File: config.mk
export PLATFORM = sky130hd
export DESIGN_NAME = divider_seq_32bit
export DESIGN_NICKNAME = d
export VERILOG_FILES = /design/src/rtl/divider_seq_32bit.sv
export SDC_FILE = /design/constraint.sdc
export NUM_CORES = 1
export LEC_CHECK = 0
export CORE_ASPECT_RATIO = 0.7
export CORE_MARGIN = 2
export CORE_UTILIZATION = 50
export CTS_CLUSTER_SIZE = 40
export DETAILED_ROUTE_END_ITERATION = 6
export PLACE_DENSITY = 0.72
export SLEW_MARGIN = 5
export SYNTH_ARGS = -nofsm -noshare
export SYNTH_HDL_FRONTEND = slang
export SYNTH_SLANG_ARGS = --single-unit
File: constraint.sdc
create_clock -name CLK -period 3.09 [get_ports CLK]
set_input_delay 0.618 -clock CLK [delete_from_list [all_inputs] [get_ports CLK]]
set_output_delay 0.618 -clock CLK [all_outputs]
set_load 0.05 [all_outputs]
File: src/rtl/divider_seq_32bit.sv
// divider_seq_32bit
// Sequential radix-2 restoring divider covering DIVU / DIV / REMU / REM.
// Operands are reduced to magnitudes on acceptance, divided unsigned, and
// the signs are re-applied in a single fix-up cycle. Latency is fixed.
//
// Ports:
//   CLK          clock, all state on rising edge
//   RST          synchronous active-high reset
//   START        request, sampled only while BUSY=0 (IDLE or FIN)
//   OP[1:0]      00 DIVU, 01 DIV, 10 REMU, 11 REM
//   A, B         dividend, divisor
//   BUSY         high in CALC and FIX
//   DONE         one-cycle pulse, OUT valid
//   OUT          quotient or remainder, held until the next FIX
//   DIV_BY_ZERO  B==0 flag of the last completed operation
module divider_seq_32bit #(
    parameter int DATA_WIDTH = 32
) (
    input  logic                  CLK,
    input  logic                  RST,
    input  logic                  START,
    input  logic [1:0]            OP,
    input  logic [DATA_WIDTH-1:0] A,
    input  logic [DATA_WIDTH-1:0] B,
    output logic                  BUSY,
    output logic                  DONE,
    output logic [DATA_WIDTH-1:0] OUT,
    output logic                  DIV_BY_ZERO
);
    localparam int W  = DATA_WIDTH;
    localparam int CW = $clog2(W + 1);
    localparam logic [CW-1:0] STEPS = CW'(W);

    localparam logic [1:0] S_IDLE = 2'd0;
    localparam logic [1:0] S_CALC = 2'd1;
    localparam logic [1:0] S_FIX  = 2'd2;
    localparam logic [1:0] S_FIN  = 2'd3;

    logic [1:0]    state;
    logic [CW-1:0] cnt;
    logic [1:0]    op_q;
    logic [W-1:0]  dvd;     // dividend magnitude, shifts out MSB-first, quotient shifts in at LSB
    logic [W-1:0]  dsr;     // divisor magnitude
    logic [W-1:0]  rem;     // partial remainder
    logic          neg_q;   // operand signs differ (signed ops only)
    logic          neg_r;   // dividend negative (signed ops only)
    logic          bzero;
    logic [W-1:0]  out_q;
    logic          dbz_q;

    logic          sa, sb;
    logic [W:0]    shifted;
    logic [W:0]    trial;
    logic [W-1:0]  q_fix, r_fix;

    assign sa = OP[0] & A[W-1];
    assign sb = OP[0] & B[W-1];

    // 33-bit trial subtraction: bit W set means the divisor did not fit.
    // Working on magnitudes keeps 0x80000000 representable as unsigned.
    assign shifted = {rem, dvd[W-1]};
    assign trial   = shifted - {1'b0, dsr};

    // A zero divisor yields an all-ones quotient that must not be negated;
    // the remainder is then |A| and the sign fix restores A exactly.
    assign q_fix = (neg_q && !bzero) ? -dvd : dvd;
    assign r_fix = neg_r ? -rem : rem;

    always_ff @(posedge CLK) begin
        if (RST) begin
            state <= S_IDLE;
            cnt   <= '0;
            op_q  <= '0;
            dvd   <= '0;
            dsr   <= '0;
            rem   <= '0;
            neg_q <= 1'b0;
            neg_r <= 1'b0;
            bzero <= 1'b0;
            out_q <= '0;
            dbz_q <= 1'b0;
        end else begin
            case (state)
                S_IDLE, S_FIN: begin
                    // FIN accepts START too, giving back-to-back issue.
                    if (START) begin
                        op_q  <= OP;
                        dvd   <= sa ? -A : A;
                        dsr   <= sb ? -B : B;
                        rem   <= '0;
                        cnt   <= '0;
                        neg_q <= sa ^ sb;
                        neg_r <= sa;
                        bzero <= (B == '0);
                        state <= S_CALC;
                    end else begin
                        state <= S_IDLE;
                    end
                end
                S_CALC: begin
                    // Steps run at cnt 0..W-1; the cycle at cnt==W only
                    // advances, which pins DONE at E0+34 for W=32.
                    if (cnt == STEPS) begin
                        state <= S_FIX;
                    end else begin
                        rem <= trial[W] ? shifted[W-1:0] : trial[W-1:0];
                        dvd <= {dvd[W-2:0], ~trial[W]};
                        cnt <= cnt + 1'b1;
                    end
                end
                S_FIX: begin
                    out_q <= op_q[1] ? r_fix : q_fix;
                    dbz_q <= bzero;
                    state <= S_FIN;
                end
                default: state <= S_IDLE;
            endcase
        end
    end

    assign BUSY        = (state == S_CALC) || (state == S_FIX);
    assign DONE        = (state == S_FIN);
    assign OUT         = out_q;
    assign DIV_BY_ZERO = dbz_q;

endmodule

# --- Word level (Yosys, flattened, before mapping) ---
# Cells that the tools add are included.
word_totals:
  register_bits: 142
  input_bits: 69
classes:
  addsub: 6
  eq_ne: 7
  mux: 18
  bitwise: 4
  n_reduce_logical: 9
ops:
  columns: ["op", "n"]
  rows:
  - ["2-to-1 mux 32 bit", 10]
  - ["negation 32 bit", 4]
  - ["one-hot mux 32 bit (2 select lines)", 2]
  - ["subtractor 33 x 32 -> 33 bit", 1]
  - ["logical NOT 32 bit", 1]
  - ["2-to-1 mux 6 bit", 2]
  - ["one-hot mux 6 bit (2 select lines)", 1]
  - ["adder 6 x 1 -> 6 bit (second input constant)", 1]
  - ["== test 6 bit (second input constant)", 1]
  - ["!= test 2 bit (second input constant)", 3]
  - ["one-hot mux 2 bit (3 select lines)", 1]
  - ["== test 2 bit (second input constant)", 2]
  - ["AND reduction 3 bit", 1]
  - ["bitwise AND 1 bit", 2]
  - ["== test 2 x 1 -> 1 bit (second input constant)", 1]
  - ["logical NOT 2 bit", 1]
  - ["2-to-1 mux 2 bit", 1]
  - ["AND reduction 2 bit", 1]
  - ["nonzero test 2 bit", 1]
  - ["OR reduction 2 bit", 1]
  - ["logical AND 1 bit", 1]
  - ["logical NOT 1 bit", 1]
  - ["logical OR 1 bit", 1]
  - ["2-to-1 mux 1 bit", 1]
  - ["2 further kinds", 2]

# --- Depth between registers and ports, before layout ---
# Gate-level depths: netlist of run 1.
logic_depth:
  word_depth: 4
  depth_mapped: 14

# --- Worst setup path before layout of run 1 ---
# No wires, ideal clock.
synth_timing:
  path_kind: "reg-to-reg"
  start: "reg rem[0]"
  end: "reg rem[30]"
  setup_time_ns: 0.120
  arrival_time_ns: 2.758
  required_time_ns: 2.970
  slack_ns: 0.212
  path_stages_with_launch: 13
  path_buffers: 0
  synth_period_minus_slack_ns: 2.878
  path_cell_list: "dfxtp_1 -> inv_1 -> fa_1 -> nor2b_1 -> o31a_1 -> o21a_1 -> nor2_2 -> o31a_1 -> o21a_1 -> o21ai_0 -> a31oi_1 -> mux2i_1 -> a211o_1"
synth_between:
  elab_chain_len: 4
synth_lines:
  columns: ["item", "line", "source"]
  rows:
  - ["from (decl)", "44", "logic [W-1:0] rem;"]
  - ["from (signal assigned)", "106", "rem <= trial[W] ? shifted[W-1:0] : trial[W-1:0];"]
  - ["subtractor 33 x 32 -> 33 bit", "62", "assign trial = shifted - {1'b0, dsr};"]
  - ["2-to-1 mux 32 bit", "106", null]
  - ["2-to-1 mux 32 bit", "103", "if (cnt == STEPS) begin"]
  - ["one-hot mux 32 bit (2 select lines)", "83", "case (state)"]
# No other way between the ends. The select of a mux whose other input is x is not followed.
# A chain may end at the register's enable or synchronous reset.

# --- Worst setup path after layout of run 1 ---
layout_timing:
  start: "reg dvd[31]"
  end: "reg rem[15]"
layout_between:
  elab_chain_len: 4
layout_lines:
  columns: ["item", "line", "source"]
  rows:
  - ["from (decl)", "42", "logic [W-1:0] dvd;"]
  - ["from (signal assigned)", "88", "dvd <= sa ? -A : A;"]
  - ["from (signal assigned)", "107", "dvd <= {dvd[W-2:0], ~trial[W]};"]
  - ["subtractor 33 x 32 -> 33 bit", "62", null]
  - ["2-to-1 mux 32 bit", "106", null]
  - ["2-to-1 mux 32 bit", "103", null]
  - ["one-hot mux 32 bit (2 select lines)", "83", null]
# No other way between the ends. The select of a mux whose other input is x is not followed.

==> results of run 1 <==
cells by family after synthesis:
kind of cell	synth area share (%)
adders and majority gates	5.23
AOI/OAI and AO/OA	22.4
xor gates and xnor gates	12.6
buffers and inverters	5.18
DFF	27.7
muxes	4.81
and+or+nand+nor	22.1
flip-flops by register name (all words and copies together), names as in the netlist, 2 cells and up:
name and cells:
rem 32, state 2, dvd 32, dsr 32, cnt 6, OUT 32
final timing paths:
kind           start       to  slack (ps)
min          dsr[30]  dsr[30]         460
max reg2reg  dvd[31]  rem[15]         110
max          dvd[31]  rem[15]         110
min reg2reg  dsr[30]  dsr[30]         460
layout by cell type (no fill, tap or decap), types with 24 or more instances in the layout:
cell / instances
dfxtp_1: 139
mux2i_1: 48
buf_4: 69
nand2_1: 182
a211oi_1: 31
clkdlybuf4s50_1: 102
ha_1: 39
o21ai_0: 84
nand3_1: 24
a21oi_1: 128
nor2_1: 150
inv_1: 58
xnor2_1: 75
xor2_1: 72
metrics by stage:
stage,instance area [µm²],utilization (%),instances,hold slack (ps),worst slack [ps]
6_report,12600,63.3,1763,457,106
4_1_cts,12500,62.8,1760,457,3.69
3_5_place_dp,11800,59.4,1729,449,-37.0
2_1_floorplan,10200,-,1364,425,212
3_3_place_gp,11800,59.4,1729,442,-12.8
5_1_grt,12600,63.3,1763,491,-24.1
area by class of cell:
cell class	instances	area (µm²)	area share [%]
clock inverters	11	238	1.89
flip-flops and latches	141	2830	22.4
repair buffers	174	1600	12.7
clock buffers	20	447	3.54
inverters	60	225	1.79
well taps	270	338	2.68
multi-input cells	1087	6930	55.0
critical path: stages (launching register included):
cell	delay (ps)
dfxtp_2	330
inv_2	50
ha_4	160
fa_2	380
nor2b_2	140
o31a_1	170
o21a_1	160
nor2_2	50
o31a_1	360
o22a_1	210
o211ai_1	160
buf_4	220
buf_4	180
mux2i_1	200
o21ai_0	90
per-layer routing:
metal	wire length [µm]	GRT usage [%]	up-vias
met5	0	0	-
met2	12300	40.0	422
li1	-	-	5019
met3	2920	5.57	37
met1	15200	44.0	4760
met4	400	7.08	0
power by group:
part / switching [mW] / total [mW] / internal [mW]
Combinational: 2.80 / 4.53 / 1.73
Clock: 0.809 / 2.42 / 1.61
Sequential: 0.476 / 2.68 / 2.20
timing repair:
item	4_1_cts	5_1_grt
endpoints found under the setup margin	2	34
pin swaps	0	6
resized for setup	1	18
setup buffers	0	2
cloned	0	1
==> impl_metrics.ini, run 1 <==
[status]
outcome = completed

[logic_synthesis]
synth-seq-cells = 141
synthesis.nets = 1475
syn_inst = 1364
synth-edff-count = 0
yosysSeqAreaShare_pct = 27.7
synth_top_area_cell = dfxtp_1
async_reset_ff_share_pct = 0
ys_warn_count = 0
synth_area_leaders = dfxtp_1 (28%), nand2_1 (6.7%), xnor2_1 (6.4%), a21oi_1 (6.4%), xor2_1 (6.2%)
synthDistinctLibCells = 71
avgSynthCellArea_um2 = 7.48
synthTopCellsByCount = nand2_1 (182), nor2_1 (152), dfxtp_1 (141)
synth_flop_cell = dfxtp_1
synth.most_common_cell = nand2_1
synth_top_area_share_pct = 27.7
synth_area_mm2 = 0.0102

[floorplan]
boundaryPins = 104
dieWidth_um = 175
rows = 43
start_util_pct = 51.2
core_area_mm2 = 0.0199
die_y_um = 124
die-area_mm2 = 0.0216

[critical_path]
cp-start-kind = register
cp-end-kind = register
worstPathRequired_ps = 3370
rr_worst_depth = 14
worstPathArrival_ps = 3260
cp_max_fo = 5
critical_path_class = register to register

[detailed_routing]
wirelength_mm = 30.8
vias = 10238
drc = 0
routedWlPerCell_um = 17.5
dr.first_iter.drc_count = 1121
final_antenna_net_count = 0
vias_per_cell = 5.81
firstDrtPassIters = 6

[global_route]
antenna_found_initial = 0
overflow = 0
grt_first_pass_wirelength_mm = 48.7
grt_max_degree = 67
gr-usage-all-layers_pct = 28.5
grt_pass1_vias = 9119

[min_path]
min_path_cells = 2
hp-class = register to register

[clocking]
cts_buffers = 17
postCtsHoldBufs = 0
path_clk_slew_ps = 60
ctsHtreeMaxLevel = 4
clock_sinks = 141
cts-root-buf = clkbuf_16
cts_tree = done
clockBufferDepth = 2
clk-insertion-delay-late_ps = 430

[timing]
finalHoldViolations = 0
max_freq_mhz = 335
tightest_slew_ps = 841
slew-limit-headroom_pct = 43.9
maxSlewViolCount = 0
fin_tns_setup_ps = 0
finalClockSkew_ps = 10.4
final.min_clock_period_ps = 2980
fin_crit_sh_pct = 96.6
setup_violations = 0

[final_layout]
layout-drive-gt1-share_pct = 9.91
nNetsFinal = 1592
fillers = 1730
diodes = 0
syn_to_final_growth_pct = 23.6

[placed_design]
gp_congestion = 0.930
dp_hpwl_mm = 23.7
port_buffers = 103

[flow_run]
drv_cap = 0

[pwr]
p_leak_nw = 4.99
power.total_mw = 9.63
powerDensity_mw_per_mm2 = 764
ir_worst_vdd_mv = 0.724
Power figures use the tool's default switching activity.
==> run 2: changes to the inputs <==
--- a/config.mk
+++ b/config.mk
@@ -10,7 +10,7 @@
 export CORE_UTILIZATION = 50
 export CTS_CLUSTER_SIZE = 40
 export DETAILED_ROUTE_END_ITERATION = 6
-export PLACE_DENSITY = 0.72
+export PLACE_DENSITY = 0.7
 export SLEW_MARGIN = 5
 export SYNTH_ARGS = -nofsm -noshare
 export SYNTH_HDL_FRONTEND = slang
==> constraint.sdc (replaced) <==
create_clock -name CLK -period 3.2 [get_ports CLK]
set_input_delay 0.64 -clock CLK [delete_from_list [all_inputs] [get_ports CLK]]
set_output_delay 0.64 -clock CLK [all_outputs]
set_load 0.05 [all_outputs]
==> run 2 against run 1 <==
Net effect:
- worst setup slack better by 100 ps
- cell count down 0.62%
- sequential share of layout area up 0.43 points
- fmax down 0.31%
- clock skew about the same
- routed wire length down 3.4%
- flip-flop and latch count unchanged
- critical endpoint is now rem[22]
- largest power group unchanged
==> impl_metrics.ini, run 2 (synthesis results as in run 1) <==
[status]
outcome = completed

[global_route]
antenna_found_initial = 0
grt_first_pass_wirelength_mm = 46.8
grt_util_met1_pct = 44.2
grt_max_degree = 60
gr-usage-all-layers_pct = 27.5
overflow = 0
grt_util_met2_pct = 38.6
top_usage_layer = met1
grt_pass1_vias = 8696
grt_util_met3_pct = 4.46

[clocking]
postCtsHoldBufs = 0
ctsHtreeMaxLevel = 4
cts_tree = done
clock_sinks = 141
path_clk_slew_ps = 70
clk-insertion-delay-late_ps = 430
clockBufferDepth = 2
cts_buffers = 17
cts-root-buf = clkbuf_16

[pwr]
power.total_mw = 8.93
p_clk_share_pct = 22.8
switching_share_pct = 44.5
p_leak_nw = 4.86
p_seq_share_pct = 28.5
ir_worst_vdd_mv = 0.535
power_frac_comb_pct = 48.7
powerDensity_mw_per_mm2 = 722
p_sw_mw = 3.97
p_int_mw = 4.95

[detailed_routing]
drc = 0
routedWlPerCell_um = 17.0
final_antenna_net_count = 0
dr.first_iter.drc_count = 1118
vias_per_cell = 5.75
wirelength_mm = 29.8
vias = 10066
firstDrtPassIters = 6

[critical_path]
cp_max_fo = 11
cpLargestDelayFamily = compound AO/OA/AOI/OAI gates
worstPathArrival_ps = 3340
cp_slowest_stage_delay_ps = 410
worstPathRequired_ps = 3550
slowest_stage = fa_1
cp-end-kind = register
cp_cell_sequence = inv_1, ha_1, fa_1, nor2b_2, o31a_1, o21a_1, nor2_2, o31a_1, o22a_1, o211ai_1, buf_4, buf_4, nand2_2, o221ai_1
critical_path_class = register to register
critPathBufInv = 3
cp-start-kind = register

[timing]
finalWorstSetupSlack_ps = 207
rsz0062_at_grt = false
final.min_clock_period_ps = 2990
tightest_slew_ps = 748
maxSlewViolCount = 0
slew-limit-headroom_pct = 50.0
setup_violations = 0
max_freq_mhz = 334
finalHoldViolations = 0
fin_crit_sh_pct = 93.5
finalClockSkew_ps = 10.5

[final_layout]
layout-drive-gt1-share_pct = 8.91
nNetsFinal = 1580
diodes = 0
syn_to_final_growth_pct = 21.2
final_common_cell = nand2_1
mostFrequentLayoutCells = nand2_1 (182), nor2_1 (150), dfxtp_1 (140)

[floorplan]
dieWidth_um = 175
die_y_um = 124
die-area_mm2 = 0.0216
start_util_pct = 51.2
core_area_mm2 = 0.0199
rows = 43
boundaryPins = 104

[flow_run]
drv_cap = 0

[placed_design]
port_buffers = 103
gp_congestion = 0.945
pre_cts_ws_ps = -12.9
dp_hpwl_mm = 23.1

[min_path]
hp-class = register to register
## run 2: cell count changes in the layout (fill, tap and decap cells not counted), sizes merged
cell      change
clkinvlp      +2
buf          -11
clkbuf        -3
clkinv        +2
bufinv        -5
inv           +4
## run 2: power by group through the flow
| stage | clock network, mW | logic, mW | registers, mW |
|---|---|---|---|
| 2_1_floorplan | 0 | 2.87 | 2.65 |
| 3_3_place_gp | 0 | 4.20 | 2.54 |
| 3_5_place_dp | 0 | 4.24 | 2.56 |
| 4_1_cts | 2.06 | 4.26 | 2.53 |
| 5_1_grt | 2.14 | 4.74 | 2.59 |
| 6_report | 2.04 | 4.34 | 2.54 |
## run 2: repair_timing
item | CTS | global route
setup endpoints to repair | 0 | 32
gates resized for setup | 0 | 7
buffers inserted | 0 | 1
## run 2: layout make-up
class | count | area [µm²]
well taps | 270 | 338
repair buffers | 162 | 1500
clock inverters | 14 | 158
clock buffers | 18 | 439
multi-input cells | 1087 | 6890
inverters | 60 | 225
fillers | 1821 | 7540
flip-flops and latches | 141 | 2820
## run 2: worst paths after layout
path	startpoint	to	slack [ps]	depth (start not counted)
setup reg to reg	dvd[31]	rem[22]	210	14
hold / removal	dsr[30]	dsr[30]	460	2
hold reg to reg	dsr[30]	dsr[30]	460	2
setup / recovery	dvd[31]	rem[22]	210	14
## run 2: metal layers
metal | share of wire [%] | routed length (µm) | up-vias
met5 | 0 | 0 | -
met4 | 0.62 | 184 | 0
met3 | 8.3 | 2480 | 21
met2 | 40 | 11800 | 396
met1 | 51 | 15300 | 4647
li1 | - | - | 5002
## run 2: through the flow
step	setup TNS, ps	util, %	instance area, µm²	hold WS (ps)	std cells
global placement	0	59.0	11800	453	1719
detailed placement	-12.9	59.0	11800	453	1719
global route	0	62.1	12400	476	1752
CTS	0	62.0	12300	462	1751
floorplan	0	-	10200	425	1364
finish	0	62.1	12400	464	1752
## run 2: tightest hold or removal path, stage by stage, from the launching register on
cell,delay (ps)
dfxtp_1,320
nand2_1,50
o21ai_1,50
